$ cat src/rtl/apb_master.sv
// apb_master: valid/ready request port to APB SETUP/ACCESS requester with pready timeout
// Ports: pclk/preset clock and async active-high reset; req_valid/req_ready/req_write/
// req_addr/req_wdata request side; rsp_valid/rsp_err/rsp_rdata completion side;
// pselx/penable/pwrite/paddr/pwdata/prdata/pready APB side. All outputs are registered.
module apb_master #(
  parameter int ADDR_W  = 8,
  parameter int DATA_W  = 8,
  parameter int TIMEOUT = 16
) (
  input  logic              pclk,
  input  logic              preset,
  input  logic              req_valid,
  output logic              req_ready,
  input  logic              req_write,
  input  logic [ADDR_W-1:0] req_addr,
  input  logic [DATA_W-1:0] req_wdata,
  output logic              rsp_valid,
  output logic              rsp_err,
  output logic [DATA_W-1:0] rsp_rdata,
  output logic              pselx,
  output logic              penable,
  output logic              pwrite,
  output logic [ADDR_W-1:0] paddr,
  output logic [DATA_W-1:0] pwdata,
  input  logic [DATA_W-1:0] prdata,
  input  logic              pready
);
  localparam logic [1:0] IDLE   = 2'd0;
  localparam logic [1:0] SETUP  = 2'd1;
  localparam logic [1:0] ACCESS = 2'd2;
  localparam int CW = $clog2(TIMEOUT + 1);
  logic [1:0]    state, state_n;
  logic [CW-1:0] cnt;
  logic          hs, done, tmo;
  assign hs   = req_valid & req_ready;
  assign done = (state == ACCESS) & pready;
  // the edge ending the TIMEOUT-th ACCESS cycle sees cnt == TIMEOUT-1
  assign tmo  = (state == ACCESS) & ~pready & (cnt == CW'(TIMEOUT - 1));
  always_comb
    state_n = (state == IDLE)   ? (hs ? SETUP : IDLE) :
              (state == SETUP)  ? ACCESS :
              (state == ACCESS) ? ((done | tmo) ? IDLE : ACCESS) : IDLE;
  // bus/handshake outputs are decoded from the next state so they stay registered
  always_ff @(posedge pclk or posedge preset) begin
    if (preset) begin
      state     <= IDLE;
      cnt       <= '0;
      req_ready <= 1'b0;
      rsp_valid <= 1'b0;
      rsp_err   <= 1'b0;
      rsp_rdata <= '0;
      pselx     <= 1'b0;
      penable   <= 1'b0;
      pwrite    <= 1'b0;
      paddr     <= '0;
      pwdata    <= '0;
    end else begin
      state     <= state_n;
      req_ready <= state_n == IDLE;
      pselx     <= state_n != IDLE;
      penable   <= state_n == ACCESS;
      rsp_valid <= done | tmo;
      if (hs) begin
        pwrite <= req_write;
        paddr  <= req_addr;
        pwdata <= req_wdata;
        cnt    <= '0;
      end else if (state == ACCESS && !pready && !tmo) begin
        cnt <= cnt + 1'b1;
      end
      if (done) begin
        rsp_err <= 1'b0;
        if (!pwrite) rsp_rdata <= prdata;
      end else if (tmo) begin
        rsp_err   <= 1'b1;
        rsp_rdata <= '0;
      end
    end
  end
endmodule

$ cat config.mk
export PLATFORM = sky130hd
export DESIGN_NAME = apb_master
export DESIGN_NICKNAME = d
export VERILOG_FILES = /design/src/rtl/apb_master.sv
export SDC_FILE = /design/constraint.sdc
export NUM_CORES = 1
export LEC_CHECK = 0
export CORE_UTILIZATION = 34
export DETAILED_ROUTE_END_ITERATION = 10
export GPL_TIMING_DRIVEN = 0
export PLACE_DENSITY = 0.66
export SYNTH_ARGS = -nofsm -noshare
export SYNTH_HDL_FRONTEND = slang
export SYNTH_SLANG_ARGS = --single-unit
$ cat constraint.sdc
create_clock -name pclk -period 3.1 [get_ports pclk]
set_input_delay 0.62 -clock pclk [delete_from_list [all_inputs] [get_ports pclk]]
set_output_delay 0.62 -clock pclk [all_outputs]
set_load 0.02 [all_outputs]
### Word-level counts from Yosys, hierarchy flattened

Cells that the tools add are included.

| storage, ports and cells | value |
|---|---|
| register bits | 37 |
| latch bits | 0 |
| memory bits (writable) | 0 |
| memory bits (read-only) | 0 |
| bits of input ports | 29 |
| output and inout port bits | 30 |
| memories kept | 0 |

| cells by class | value |
|---|---|
| add/subtract/negate cells | 1 |
| multiply operators | 0 |
| divide/modulo/power cells | 0 |
| order comparisons | 0 |
| eq/ne operators | 5 |
| shift operators | 0 |
| multiplexer cells | 12 |
| bitwise gates (word level) | 6 |
| reduce and logical (&&, ||, !) cells | 10 |

Operators by type and width:

| cell | number |
|---|---|
| $mux 8 | 3 |
| $mux 5 | 2 |
| $mux 2 | 4 |
| $reduce_bool 2->1 | 3 |
| $add 5x1->5 const B | 1 |
| $eq 5x4->1 const B | 1 |
| $and 1x1->1 | 4 |
| $eq 2x2->1 const B | 2 |
| $logic_not 2->1 | 2 |
| $mux 1 | 3 |
| $eq 2x1->1 const B | 1 |
| $logic_and 1x1->1 | 2 |
| $logic_not 1->1 | 2 |
| $ne 2x2->1 const B | 1 |
| $reduce_and 2->1 | 1 |
| $not 1->1 | 1 |
| $or 1x1->1 | 1 |

### Logic depth before layout (Yosys ltp)

| logic depth | value |
|---|---|
| depth in word-level cells | 9 |
| mapped depth | 7 |

### Worst setup path after synthesis

OpenSTA, ideal clock, no wires.

| timing path | value |
|---|---|
| kind | register to register |
| start point | reg cnt[0] |
| end point | reg cnt[3] |
| library setup time | 78 ps |
| arrival | 2043 ps |
| data required time | 3022 ps |
| path slack | 979 ps |
| stages on the path, launching flop included | 8 |
| buffers on the path | 1 |
| path through | dfrtp_1 > ha_1 > and3_1 > ha_1 > or4b_1 > clkbuf_2 > or3_1 > a21oi_1 |

| between the ends | value |
|---|---|
| word-level cells in the longest chain between the ends | 5 |

Ends and longest elaborated chain:

| element | line | text |
|---|---|---|
| start: declaration | 33 | `logic [CW-1:0] cnt;` |
| start signal: assignment | 69 | `cnt <= cnt + 1'b1;` |
| branches (longest 5 deep; another with $add 5x1->5) | n/a |  |

Several ways; the timed one is not identified. The select of a mux whose other input is x is not followed.
A chain may end at the register's enable or synchronous reset.

### Final worst setup path

Ends and elaborated chain as after synthesis.

==> out/qor.yml <==
outcome:
  status: "finished, final reports clean"
setup_path:
  setup.worst_path.start: "cnt[0]"
  required_ns: 3.31
  reg2reg_from: "cnt[0]"
  worstPathArrival_ns: 2.49
  cpPeakStageDelay_ns: 0.47
  critical_path.max_fanout: 9
  crit_top_cell: "ha_1"
  cp-end-kind: "register"
  cp_cell_sequence: "ha_1, and3_1, ha_1, or4b_1, clkbuf_2, or3_1, a21oi_1"
  cp-start-kind: "register"
  worstSetupPathType: "reg -> reg"
  crit_path_top_delay_cell: "or4b_1"
global_routing:
  grt_antenna_before_repair: 0
  grt_pass1_wl_um: 5240
  overflow: 0
  grt_pass1_vias: 1132
  grtUsageTotal: 0.163
  grt_max_degree: 21
floorplanning:
  core-area_um2: 4030
  die_x_um: 67.0
  die-area_um2: 4490
  dieHeight_um: 67.0
  row_count: 23
  initial_core_util: 0.357
  ioPinCount: 59
timing:
  layout_min_cycle_time_ns: 2.28
  worstMarginPinSlew_ns: 0.843
  slew_headroom: 0.437
  clock_skew_ns: 0.00331
  slew_viol_final: 0
  fmaxAchievable_mhz: 438
  period_share: 0.736
  finalSetupTns_ns: 0
  hold_viol_final: 0
  rsz0062_at_grt: "false"
  setup_viol: 0
route:
  viasPerCell: 4.61
  routed_wl_um: 3230
  first_iter_violations: 25
  drt_first_pass_iters: 4
  routedWlPerCell_um: 12.6
  ant_nets: 0
  drc: 0
  vias: 1186
logic_synthesis:
  syn-instance-count: 140
  yosys_warnings: 0
  syn_area_um2: 1440
  synth.area.top_cells: "dfrtp_1, nand2_1, a22o_1"
  syn_area_per_cell_um2: 10.3
  seq_area_frac_synth: 0.644
  ys_ff_latch: 37
  synthDistinctLibCells: 23
  synth_top_area_share: 0.644
  synth_largest_area_cell: "dfrtp_1"
  syn-num-nets: 171
cts:
  cts_root_buf: "clkbuf_8"
  post_cts_buffers: 0
  cts_tree: "done"
  clkSlewWorstSetupHoldPaths_ns: 0.07
  cts_resized: 0
  hold_buffers: 0
  cts_max_path_buffers: 2
  clkSinkCount: 37
  numCtsBuffers: 5
  clk_latency_ns: 0.28
  cts-htree-levels: 2
cells_and_area:
  synthToLayoutAreaGrowth_pct: 53.7
  fillers: 353
  drive_gt1_frac: 0.0531
  fin_nets: 237
  fin_area_um2: 2210
  insertedDiodeCount: 0
  seqCellArea_um2: 926
  multi_input_area_um2: 473
place:
  portBuffers: 58
  postPlaceCellArea_um2: 2110
  dp_hpwl_um: 2420
  gp_congestion: 0.703
worst_hold_path:
  hold_class: "reg -> reg"
  worstHoldStart: "pwdata[7]"
pwr:
  power_leakage_nw: 1.04
  power.density_nw_per_um2: 974
  vdd_drop_max_uv: 373
flow_run:
  maxCapViolCount: 0
-- registers in the layout (all words and copies together) (netlist names) --
| register | cells |
|---|---|
| req_ready | 1 |
| penable | 1 |
| rsp_err | 1 |
| paddr | 8 |
| cnt | 5 |
| pwdata | 8 |
| pselx | 1 |
| rsp_valid | 1 |
| rsp_rdata | 8 |
| state | 2 |
| pwrite | 1 |
-- layer usage --
layer	up-vias	GRT usage	part of all wire
li1	590	-	-
met1	549	0.194	0.44
met2	42	0.264	0.49
met3	5	0.0462	0.053
met4	0	0.0824	0.021
met5	-	0	0
-- worst paths after layout --
check                                to  slack [ns]  depth (start not counted)
max                              cnt[3]        0.82                          7
min                           pwdata[7]        0.48                          2
max reg2reg                      cnt[3]        0.82                          7
min reg2reg                   pwdata[7]        0.48                          2
max in group asynchronous  rsp_rdata[2]        1.72                          3
min in group asynchronous      paddr[1]        0.81                          2
-- through the flow --
step	std cells	setup WS [ns]	power, mW	utilization	hold slack [ns]
after floorplan	140	0.979	1.31	-	0.488
after global placement	248	0.712	1.77	0.516	0.458
after detailed placement	249	0.683	1.81	0.523	0.466
after CTS	257	0.826	2.19	0.548	0.484
after global routing	257	0.707	2.30	0.548	0.513
final	257	0.818	2.15	0.548	0.479
-- synthesized netlist by cell type --
cell       n
or3_1      2
and3_1     1
and2_1     1
clkbuf_2   1
and2b_2    1
nand2_1   55
clkbuf_1   5
ha_1       2
xnor2_1    1
a211oi_1   1
nor4b_1    1
nand3_1    1
inv_1      4
dfrtp_1   37
or4b_1     1
nor2_1     3
a22o_1     8
o21a_1     2
o21ai_0    5
and3b_1    1
o211ai_1   1
a21oi_1    5
nor3_1     1
-- placed cells by master, fill, tap and decap left out, types with 3 or more instances in the layout --
master,count
inv_1,4
o21ai_0,5
nor2_1,3
clkdlybuf4s50_1,58
clkbuf_8,7
nand2_1,55
dfrtp_1,37
a21oi_1,5
a22o_1,8
clkbuf_1,5
-- cell families (layout without fill, tap and decap cells) --
family                     count (synthesis)  after routing  synth area share
DFF                                       37             37             0.644
adders and majority gates                  2              2            0.0174
AOI/OAI and AO/OA                         22             22             0.104
xor gates and xnor gates                   1              1           0.00609
and+or+nand+nor                           68             68             0.201
buffers and inverters                     10             77            0.0270
-- layout make-up --
| class | count | share of cell area |
|---|---|---|
| Inverter | 4 | 0.00680 |
| Clock inverter | 1 | 0.00227 |
| Buffer | 6 | 0.0108 |
| Timing Repair Buffer | 59 | 0.275 |
| Multi-Input combinational cell | 93 | 0.214 |
| Tap cell | 50 | 0.0283 |
| Clock buffer | 7 | 0.0436 |
| Sequential cell | 37 | 0.419 |
-- power breakdown --
group	switching (mW)	internal, mW	leakage, nW
Clock	0.157	0.201	0.0542
Combinational	0.500	0.478	0.513
Sequential	0.128	0.689	0.470
-- worst max-delay path: cells and delay by family, from the launching register on --
family | cells | cell delay, ns
compound gates | 1 | 0.14
simple gates | 3 | 1.01
fa+ha+maj | 2 | 0.45
flops | 1 | 0.41
buf+inv | 1 | 0.18
No activity file was read; power rests on OpenSTA's default activity.
